### config.mk
export PLATFORM = sky130hd
export DESIGN_NAME = program_loader
export DESIGN_NICKNAME = d
export VERILOG_FILES = /design/src/rtl/program_loader_pkg.sv /design/src/rtl/program_loader.sv
export SDC_FILE = /design/constraint.sdc
export NUM_CORES = 1
export LEC_CHECK = 0
export CORE_ASPECT_RATIO = 1.5
export CORE_MARGIN = 4
export CORE_UTILIZATION = 25
export CTS_CLUSTER_DIAMETER = 200
export DETAILED_ROUTE_END_ITERATION = 6
export PLACE_DENSITY = 0.53
export RECOVER_POWER = 25
export SETUP_SLACK_MARGIN = 0.5
export SYNTH_ARGS = -nofsm -noshare
export SYNTH_HDL_FRONTEND = slang
export SYNTH_SLANG_ARGS = --single-unit
### constraint.sdc
create_clock -name i_clk -period 2 [get_ports i_clk]
set_clock_uncertainty 0.1 [all_clocks]
set_input_delay 0.3 -clock i_clk [delete_from_list [all_inputs] [get_ports i_clk]]
set_output_delay 0.3 -clock i_clk [all_outputs]
set_load 0.005 [all_outputs]
### src/rtl/program_loader_pkg.sv
// program_loader_pkg
//   Shared constants and state encoding for the program loader.
//   HALT_OPCODE is the same byte the processor decodes as halt (upper
//   nibble 1111), so padded addresses stop execution cleanly.
package program_loader_pkg;

   localparam int ADDR_W  = 4;
   localparam int DATA_W  = 8;
   localparam int DEPTH   = 16;
   localparam int MAX_LEN = 16;

   localparam logic [7:0] HALT_OPCODE = 8'hF0;

   typedef enum logic [2:0] {
      ST_IDLE = 3'd0,
      ST_LEN  = 3'd1,
      ST_DATA = 3'd2,
      ST_CSUM = 3'd3,
      ST_PAD  = 3'd4,
      ST_DONE = 3'd5,
      ST_ERR  = 3'd6
   } state_t;

endpackage

### src/rtl/program_loader.sv
// program_loader
//   Writer side of the program memory. Accepts a framed byte stream
//   (length N, N payload bytes, 8-bit checksum of the payload), writes the
//   payload to memory, pads the rest with PAD_WORD and keeps the processor
//   in reset until a verified load completes.
//
// Ports
//   i_clk        system clock, rising edge
//   i_rst        synchronous active-high reset
//   i_start      one-cycle pulse, starts a load from IDLE/DONE/ERR
//   i_in_valid   stream byte valid
//   i_in_data    stream byte
//   o_in_ready   loader accepts a byte (transfer = valid && ready)
//   o_mem_we     program memory write enable (registered)
//   o_mem_addr   program memory write address (registered)
//   o_mem_wdata  program memory write data (registered)
//   o_cpu_rstn   active-low processor reset, high only in DONE
//   o_busy       high in LEN/DATA/CSUM/PAD
//   o_done       high in DONE
//   o_err        high in ERR
//
// state | meaning
// IDLE  | after reset, waiting for start
// LEN   | waiting for the length byte
// DATA  | accepting payload bytes, one write per byte
// CSUM  | waiting for the checksum byte
// PAD   | filling unloaded addresses with PAD_WORD, one per cycle
// DONE  | verified load, processor released
// ERR   | bad length or checksum, processor held in reset
module program_loader
   import program_loader_pkg::*;
#(
   parameter int               P_ADDR_W   = ADDR_W,
   parameter int               P_DATA_W   = DATA_W,
   parameter int               P_DEPTH    = DEPTH,
   parameter logic [P_DATA_W-1:0] PAD_WORD = HALT_OPCODE
) (
   input  logic                i_clk,
   input  logic                i_rst,
   input  logic                i_start,
   input  logic                i_in_valid,
   input  logic [P_DATA_W-1:0] i_in_data,
   output logic                o_in_ready,
   output logic                o_mem_we,
   output logic [P_ADDR_W-1:0] o_mem_addr,
   output logic [P_DATA_W-1:0] o_mem_wdata,
   output logic                o_cpu_rstn,
   output logic                o_busy,
   output logic                o_done,
   output logic                o_err
);

   localparam logic [P_DATA_W-1:0] W_MAX_LEN  = P_DATA_W'(P_DEPTH);
   localparam logic [P_ADDR_W:0]   W_FULL_LEN = (P_ADDR_W+1)'(P_DEPTH);
   localparam logic [P_ADDR_W-1:0] W_LAST_ADR = P_ADDR_W'(P_DEPTH - 1);

   state_t                r_state;
   state_t                w_state_nxt;
   // count and len are one bit wider than the address so N==16 is representable
   logic [P_ADDR_W:0]     r_count;
   logic [P_ADDR_W:0]     r_len;
   logic [P_DATA_W-1:0]   r_csum;
   logic                  r_in_ready;
   logic                  r_mem_we;
   logic [P_ADDR_W-1:0]   r_mem_addr;
   logic [P_DATA_W-1:0]   r_mem_wdata;
   logic                  r_cpu_rstn;
   logic                  r_busy;
   logic                  r_done;
   logic                  r_err;
   logic                  w_xfer;

   assign w_xfer = i_in_valid && r_in_ready;

   always_comb begin
      w_state_nxt = r_state;
      case (r_state)
         ST_IDLE, ST_DONE, ST_ERR: begin
            if (i_start) w_state_nxt = ST_LEN;
         end
         ST_LEN: begin
            if (w_xfer) begin
               if (i_in_data == '0 || i_in_data > W_MAX_LEN) w_state_nxt = ST_ERR;
               else                                          w_state_nxt = ST_DATA;
            end
         end
         ST_DATA: begin
            if (w_xfer && (r_count == r_len - 1'b1)) w_state_nxt = ST_CSUM;
         end
         ST_CSUM: begin
            if (w_xfer) begin
               if (i_in_data != r_csum)      w_state_nxt = ST_ERR;
               else if (r_len == W_FULL_LEN) w_state_nxt = ST_DONE;
               else                          w_state_nxt = ST_PAD;
            end
         end
         ST_PAD: begin
            if (r_count[P_ADDR_W-1:0] == W_LAST_ADR) w_state_nxt = ST_DONE;
         end
         default: w_state_nxt = ST_IDLE;
      endcase
   end

   always_ff @(posedge i_clk) begin
      if (i_rst) begin
         r_state     <= ST_IDLE;
         r_count     <= '0;
         r_len       <= '0;
         r_csum      <= '0;
         r_in_ready  <= 1'b0;
         r_mem_we    <= 1'b0;
         r_mem_addr  <= '0;
         r_mem_wdata <= '0;
         r_cpu_rstn  <= 1'b0;
         r_busy      <= 1'b0;
         r_done      <= 1'b0;
         r_err       <= 1'b0;
      end else begin
         r_state <= w_state_nxt;
         // status flags are registered from the next state so they line up
         // with the state register itself
         r_in_ready <= (w_state_nxt == ST_LEN) || (w_state_nxt == ST_DATA) ||
                       (w_state_nxt == ST_CSUM);
         r_busy     <= (w_state_nxt == ST_LEN) || (w_state_nxt == ST_DATA) ||
                       (w_state_nxt == ST_CSUM) || (w_state_nxt == ST_PAD);
         r_done     <= (w_state_nxt == ST_DONE);
         r_err      <= (w_state_nxt == ST_ERR);
         r_cpu_rstn <= (w_state_nxt == ST_DONE);
         r_mem_we   <= 1'b0;

         case (r_state)
            ST_IDLE, ST_DONE, ST_ERR: begin
               if (i_start) begin
                  r_count <= '0;
                  r_csum  <= '0;
               end
            end
            ST_LEN: begin
               if (w_xfer) r_len <= i_in_data[P_ADDR_W:0];
            end
            ST_DATA: begin
               if (w_xfer) begin
                  r_mem_we    <= 1'b1;
                  r_mem_addr  <= r_count[P_ADDR_W-1:0];
                  r_mem_wdata <= i_in_data;
                  r_csum      <= r_csum + i_in_data;
                  r_count     <= r_count + 1'b1;
               end
            end
            ST_PAD: begin
               r_mem_we    <= 1'b1;
               r_mem_addr  <= r_count[P_ADDR_W-1:0];
               r_mem_wdata <= PAD_WORD;
               if (r_count[P_ADDR_W-1:0] != W_LAST_ADR) r_count <= r_count + 1'b1;
            end
            default: ;
         endcase
      end
   end

   assign o_in_ready  = r_in_ready;
   assign o_mem_we    = r_mem_we;
   assign o_mem_addr  = r_mem_addr;
   assign o_mem_wdata = r_mem_wdata;
   assign o_cpu_rstn  = r_cpu_rstn;
   assign o_busy      = r_busy;
   assign o_done      = r_done;
   assign o_err       = r_err;

endmodule

==> results.md, run 1 <==
* DR DRC count at 0
* Nets at 339
* Clk_lat worst skew at 280 ps
* Fillers at 806
* Endpoints failing hold at 0
* Max-Cap Viols at 0
* CTS max path bufs at 2
* Layout area overhead at 64.99%
* WP data required at 2110 ps
* Actual slew at the worst max-slew pin at 415.9 ps
* WHS at 276.3 ps
* Sequential share of the synthesized area at 0.3652
* Die Footprint at 9888 um2
* Net Count, Synth at 260
* First-pass GRT wire length at 9.984 mm
* Syn Area/Cell at 8.753 um2
* Grt total ovfl at 0
* GPL Wtd Cong at 0.8195
* # diodes at 0
* Hold depth at 4
* Cells after synthesis at 238
* Most area-consuming cells after synthesis: dfxtp_1 37%, ha_1 5.4%, nor2_1 4.3%, a21oi_1 4.1%, mux2i_1 3.4%
* Routed wire length at 6.415 mm
* Async SR Flop Fraction at 0
* FF-to-FF setup slack at 50 ps
* Synth top area share at 0.3652
* Worst flop-to-flop path endpoint: r_csum[4]
* Core area at 8058 um2
* Number of vias per cell at 4.974
* RSZ-0062 raised after global routing: true
* First-pass iteration count of the detailed router at 4
* Status: finished, final reports clean
* Fin util at 0.4266
* CP Launch Type: flop
* Worst setup EP type: flop
* Library cells used by synthesis at 53
* Worst hold path type: in2reg
* Synth Cell Area at 2083 um2
* Synth warnings at 0
* Clk slew on worst S/H paths at 60 ps
* Worst reg2reg path depth at 7
* Final ANT Viol Nets at 0
* Initial DRC count at 58
* Commonest non-fill, non-tap cells in the layout: 37 x buf_4, 26 x dfxtp_1, 21 x nor2_1, 20 x dlygate4sd2_1, 16 x buf_6
* PD cells at 559.6 nW/um2
* Synth area leader: dfxtp_1
* Total Routing Usage GR at 0.1310
* Row cnt at 40
* Min cycle time layout at 1946 ps
* IO buf count at 29
* Slew Limit Headroom at 0.7192
* Crit Path Max Fanout at 2
* CTS Buf Count at 5
* Pin count of the biggest net entering global routing at 15
* Max Transition Viols Final at 0
* Synth Register Bits at 38
* Most common cell after layout, fill and taps aside: buf_4
* Initial antenna violation count at 0
* Vias in the first global route at 2,008
* Hold Crit Endpoint: r_csum[0]
* F_max at 0.5140 GHz
* CP arrival at 2060 ps
* Die W at 82.54 um
* Clk sink count at 38
* Final period util at 0.9728
* WS Path Type: reg2reg
* Final setup viols at 0
* EDFF count, synth at 0
* Synth Flop Type: dfxtp_1
* CTS tree: yes
* Hold_sp: i_in_data[0]
* Share of cells above drive strength 1 at 0.4430
* P_leak at 1.293 nW
* Routed vias at 2,094
* H-Tree Level Count at 2
* RR Startpoint: r_csum[0]
* Die Y at 119.8 um
* Dpl hpwl at 4.730 mm
* CTS root buf: clkbuf_16
* # IOs at 30
* Max VDD drop at 0.4227 mV
* Avg WL per Cell at 15.24 um
* Starting density of the core at 0.2585
* Total negative slack at 0 ps
-- cells in the mapped netlist, types with 2 or more instances --
cell,count
dfxtp_1,38
nor2_1,24
a21oi_1,17
nand2_1,15
nand3_1,11
ha_1,9
o21ai_0,9
xnor2_1,8
mux2i_1,7
nand2b_1,7
clkbuf_1,6
nand3b_1,6
a21o_1,5
a22oi_1,5
inv_1,5
nand4_1,4
nor4_1,4
o221a_2,4
xor2_1,4
a311oi_1,3
and2_1,3
buf_2,3
nor2b_1,3
or4_1,3
a32oi_1,2
and4_1,2
nor3_1,2
o21a_1,2
o311ai_0,2
or3_1,2
-- state kept, by name (all words and copies together), names as in the netlist --
signal       count
o_mem_addr       4
r_state          3
o_in_ready       1
r_csum           8
r_count          5
o_err            1
o_done           1
o_busy           1
o_mem_we         1
o_mem_wdata      8
r_len            5
-- worst max-delay path, stage by stage, from the launching register on --
cell and delay, ps:
dfxtp_2 330, ha_4 150, fa_2 340, a21o_1 180, a21oi_2 160, xor2_1 90, or4_4 410, a21oi_2 120
-- through the flow --
step	instances	worst slack, ps	total power, mW	area [um2]
after global placement	399	-436.5	1.091	2841
after detailed placement	399	-469.1	1.092	2841
after floorplan	238	141.1	0.9549	2191
final	421	54.34	1.923	3437
after global routing	421	-36.52	2.002	3437
after CTS	409	54.30	1.877	3118
-- cell type report --
| class | count | area, um2 | area share |
|---|---|---|---|
| inverter | 6 | 25.02 | 0.007281 |
| sequential | 38 | 785.8 | 0.2286 |
| timing repair buffer | 82 | 713.2 | 0.2075 |
| clock buffer | 6 | 138.9 | 0.04041 |
| tap | 105 | 131.4 | 0.03822 |
| multi-input combinational | 184 | 1643 | 0.4780 |
-- worst max-delay path by stage --
stage	start	end	slack (ps)	cells past startpoint
6_report	r_csum[0]	r_csum[4]	50	7
5_1_grt	r_csum[0]	r_csum[4]	-40	7
4_1_cts	r_csum[0]	r_csum[4]	50	7
3_5_place_dp	i_in_data[0]	o_busy	-470	7
3_3_place_gp	i_in_data[0]	o_in_ready	-440	7
2_1_floorplan	r_csum[0]	r_csum[4]	140	7
-- power by group --
part           total, mW  internal (mW)  switching, mW
clock network      0.770          0.482          0.288
logic              0.356          0.180          0.175
registers          0.798          0.773         0.0246
total               1.92           1.44          0.488
-- cell families after synthesis --
kind of cell,count (synthesis),share of synthesized area
buffers and inverters,17,0.03784
flip-flops,38,0.3652
adder cells (fa/ha/maj),11,0.06847
AO/OA/AOI/OAI,59,0.1970
multiplexers,7,0.03363
XOR/XNOR,12,0.05045
AND/OR/NAND/NOR,94,0.2475
-- per-layer routing --
layer,track usage,part of all wire,vias to the layer above
li1,-,-,1041
met1,0.1601,0.42,1007
met2,0.2234,0.53,38
met3,0.02402,0.035,8
met4,0.04703,0.019,0
met5,0,0,-
-- repair_timing --
action                                  4_1_cts  5_1_grt
setup buffers                                 4       11
gates resized for setup                      68       62
endpoints found under the setup margin       53       37
pin swaps                                    19       18
hold buffers                                  0        0
cloned                                        0        1
Note: power is estimated with default switching activity, not from simulation.
==> run 2, diff against run 1 <==
- CORE_MARGIN: 4 -> 2
==> run 2 against run 1 <==
Worst hold slack improved by 56 ps; first-iteration DRC count rose by 12%; critical path depth is the same; sequential cell count stayed put; highest routed layer unchanged; count of clock-buffer cells in the layout increased by 1; largest cell class unchanged; non-clock buffer count rose by 11; total power rose by 3.8%; via count grew 4.4%; critical path type unchanged; routed wire length is 5.3% higher; global-route usage grew 1.7 points.
==> results.md, run 2 (synthesis results as in run 1) <==
* Status: finished, final reports clean
* Die Footprint at 9094 um2
* CTS root buf: clkbuf_16
* Worst flop-to-flop path endpoint: r_csum[4]
* Slew Limit Headroom at 0.7459
* Worst hold path type: in2reg
* Die W at 78.54 um
* CTS tree: yes
* Total negative slack at 0 ps
* Worst reg2reg path depth at 7
* Area post-placement at 2864 um2
* First-pass GRT wire length at 10.50 mm
* Hold_sp: i_in_data[0]
* Max VDD drop at 0.3971 mV
* WS Path Type: reg2reg
* Number of vias per cell at 5.039
* CTS max path bufs at 2
* Max Transition Viols Final at 0
* Power Internal at 1.466 mW
* F_max at 0.5218 GHz
* Core area at 8058 um2
* DP Worst Slack at -500.4 ps
* Sequential share of power at 0.397
* P_leak at 1.388 nW
* Min cycle time layout at 1917 ps
* Setup slack after layout at 83.46 ps
* Placed cells at 402
* Layout area overhead at 73.57%
* Row cnt at 40
* Total Routing Usage GR at 0.1478
* H-Tree Level Count at 2
* Design Area, Final at 3616 um2
* Share of cells above drive strength 1 at 0.4894
* Endpoints failing hold at 0
* Max-Cap Viols at 0
* Fillers at 792
* Multi-input logic area at 1723 um2
* Total net switching power at 0.5311 mW
* Initial antenna violation count at 0
* Routed wire length at 6.753 mm
* FF-to-FF setup slack at 80 ps
* Routed vias at 2,187
* # diodes at 0
* Most common cell after layout, fill and taps aside: buf_4
* PD cells at 552.4 nW/um2
* Hold Crit Endpoint: r_len[0]
* Gate power share at 0.198
* Post-layout power at 1.997 mW
* Die Y at 115.8 um
* Hold depth at 4
* DR DRC count at 0
* RR Startpoint: r_csum[0]
* Clock power share at 0.406
* Clk_lat worst skew at 280 ps
* Dpl hpwl at 4.777 mm
* First-pass iteration count of the detailed router at 4
* Final period util at 0.9583
* Final ANT Viol Nets at 0
* Starting density of the core at 0.2585
* IO buf count at 29
* Initial DRC count at 65
* WP data required at 2120 ps
* CTS Buf Count at 5
* Grt total ovfl at 0
* Crit Path Max Fanout at 2
* CP arrival at 2030 ps
* Clk slew on worst S/H paths at 60 ps
* RSZ-0062 raised after global routing: true
* GPL Wtd Cong at 0.8687
* Worst setup EP type: flop
* Avg WL per Cell at 15.56 um
* Pin count of the biggest net entering global routing at 13
* Sw Share at 0.2659
* Actual slew at the worst max-slew pin at 376.4 ps
* Nets at 350
* CP Launch Type: flop
* Post-route insts no fill at 434
* FF+latch area at 789.5 um2
* Clk sink count at 38
* Vias in the first global route at 2,119
* Commonest non-fill, non-tap cells in the layout: 49 x buf_4, 27 x dfxtp_1, 21 x dlygate4sd2_1, 20 x nor2_1, 14 x buf_6
* # IOs at 30
* Final setup viols at 0
[run 2: worst max path at each step]
stage                            start          to  slack [ps]
after CTS                    r_csum[0]   r_csum[4]          50
after global routing         r_csum[0]   r_csum[4]           2
final                        r_csum[0]   r_csum[4]          80
after floorplan              r_csum[0]   r_csum[4]         140
after detailed placement  i_in_data[0]  o_in_ready        -500
after global placement    i_in_data[0]  o_in_ready        -430
[run 2: cell type report]
type,count,share of cell area
clock buffer,7,0.03945
clock inverter,1,0.001384
inverter,6,0.008304
multi-input combinational,184,0.4765
sequential,38,0.2183
tap,105,0.03633
timing repair buffer,93,0.2197
[run 2: stage by stage]
step             util  hold WS, ps
6_report       0.4488        332.4
5_1_grt        0.4488        366.4
4_1_cts        0.4092        326.7
3_5_place_dp   0.3554        349.5
3_3_place_gp   0.3554        345.1
2_1_floorplan       -        347.2
[run 2: worst max-delay path, stage by stage (launching register included)]
cell and delay, ps:
dfxtp_2 330, ha_4 160, fa_2 340, a21o_1 180, a21oi_2 150, xor2_1 70
or4_1 400, a21oi_1 130
[run 2: layer usage]
metal / share of wire / GRT usage / wire length [um]
met1: 0.40 / 0.1665 / 2726
met2: 0.54 / 0.2752 / 3637
met3: 0.031 / 0.02336 / 208
met4: 0.027 / 0.05848 / 180
met5: 0 / 0 / 0
[run 2: power groups by stage]
stage          Sequential [mW]  Combinational [mW]  Clock (mW)
2_1_floorplan            0.806               0.149           0
3_3_place_gp             0.813               0.286           0
3_5_place_dp             0.814               0.288           0
4_1_cts                  0.793               0.337       0.834
5_1_grt                  0.794               0.423       0.855
6_report                 0.792               0.395       0.811
[run 2: timing repair]
| action | in CTS | in global routing |
|---|---|---|
| endpoints found under the setup margin | 54 | 37 |
| hold buffers | 0 | 0 |
| cloned | 1 | 0 |
| setup buffers | 13 | 10 |
| pin swaps | 23 | 30 |
| resized for setup | 96 | 51 |
==> run 3, diff against run 2 <==
- CORE_MARGIN: 2 -> default
- SLEW_MARGIN: default -> 0
==> run 3 against run 2 <==
Sequential power about the same; worst hold slack worse by 18 ps; worst setup slack worse by 20 ps; clock power is 33% higher; first-iteration DRC count is 1.5% higher; critical path depth did not move; critical path type unchanged; largest cell class unchanged; largest power group unchanged.
==> results.md, run 3 (synthesis results as in run 1) <==
* Status: finished, final reports clean
* CP Launch Type: flop
* Endpoints failing hold at 0
* Row cnt at 40
* CTS tree: yes
* Die W at 76.54 um
* Commonest non-fill, non-tap cells in the layout: 44 x buf_4, 24 x dfxtp_1, 21 x nor2_1, 20 x dlygate4sd2_1, 18 x buf_6
* Crit path launch: r_csum[0]
* WP data required at 2120 ps
* Grt total ovfl at 0
* Layout area overhead at 73.33%
* First-pass GRT wire length at 10.78 mm
* Avg WL per Cell at 16.33 um
* GPL Wtd Cong at 0.8433
* Post-layout power at 2.269 mW
* Die Footprint at 8710 um2
* Dpl hpwl at 4.821 mm
* Design Area, Final at 3611 um2
* Max VDD drop at 0.4345 mV
* Setup slack after layout at 63.96 ps
* Pin count of the biggest net entering global routing at 14
* Final setup viols at 0
* Worst setup EP type: flop
* Routed vias at 2,185
* # IOs at 30
* Max-Cap Viols at 0
* Clk slew on worst S/H paths at 60 ps
* Most common cell after layout, fill and taps aside: buf_4
* Initial antenna violation count at 0
* WS Path Type: reg2reg
* IO buf count at 29
* Share of cells above drive strength 1 at 0.4709
* First-pass iteration count of the detailed router at 4
* Fin util at 0.4481
* RR Startpoint: r_csum[0]
* Die Y at 113.8 um
* Area post-placement at 2864 um2
* RSZ-0062 raised after global routing: true
* P_leak at 1.392 nW
* Vias in the first global route at 2,145
* Hold_sp: i_in_data[1]
* Final period util at 0.9680
* Hold depth at 3
* Clk_lat worst skew at 280 ps
* Actual slew at the worst max-slew pin at 475.0 ps
* CTS Buf Count at 5
* CTS max path bufs at 2
* Initial DRC count at 66
* Slew Limit Headroom at 0.6793
* CTS root buf: clkbuf_16
* PD cells at 628.4 nW/um2
* Routed wire length at 7.055 mm
* F_max at 0.5165 GHz
* H-Tree Level Count at 2
* DP Worst Slack at -456.5 ps
* # diodes at 0
* Worst hold path type: in2reg
* Core area at 8058 um2
* Nets at 348
* CP arrival at 2060 ps
* Number of vias per cell at 5.058
* Max Transition Viols Final at 0
* Total Routing Usage GR at 0.1585
* Worst reg2reg path depth at 7
* DR DRC count at 0
* Clk sink count at 38
* Crit Path Max Fanout at 2
* Final ANT Viol Nets at 0
* Starting density of the core at 0.2585
* Min cycle time layout at 1936 ps
## run 3: where the power goes
part	internal [mW]	switching (mW)
clock network	0.749	0.331
registers	0.771	0.0237
logic	0.201	0.194
## run 3: area by class of cell
| class | instances | area (um2) |
|---|---|---|
| inverters | 6 | 26.28 |
| flip-flops and latches | 38 | 793.3 |
| well taps | 105 | 131.4 |
| repair buffers | 91 | 779.5 |
| clock inverters | 2 | 60.06 |
| multi-input cells | 184 | 1682 |
| fillers | 780 | 4447 |
| clock buffers | 6 | 138.9 |
## run 3: path summary, 6_finish.rpt
check,endpoint,slack (ps)
worst max-delay path,r_csum[4],60
worst max register to register,r_csum[4],60
worst min-delay path,r_len[1],310
worst min register to register,o_mem_addr[3],350
## run 3: per-stage QoR
| step | hold slack [ps] | TNS [ps] | cells |
|---|---|---|---|
| global route | 334.9 | 0 | 432 |
| detailed placement | 345.8 | -4934 | 402 |
| floorplan | 347.2 | 0 | 238 |
| global placement | 344.4 | -4254 | 402 |
| finish | 314.6 | 0 | 432 |
| CTS | 317.9 | 0 | 421 |
## run 3: per-layer routing
layer  part of all wire  GRT usage
met1               0.41     0.1763
met2               0.53     0.2925
met3              0.031    0.02080
met4              0.025    0.08077
met5                  0          0
## run 3: what timing repair did
item | CTS | global route
pin swaps | 23 | 30
setup endpoints to repair | 54 | 39
endpoints found under the hold margin | 0 | 0
resized for setup | 93 | 50
cloned | 1 | 0
setup buffers | 10 | 11
hold buffers | 0 | 0
## run 3: worst max-delay path: stages (launching register included)
cell	delay, ps
dfxtp_2	330
ha_4	160
fa_2	340
a21o_1	180
a21oi_2	160
xor2_1	80
or4_4	410
a21oi_2	120
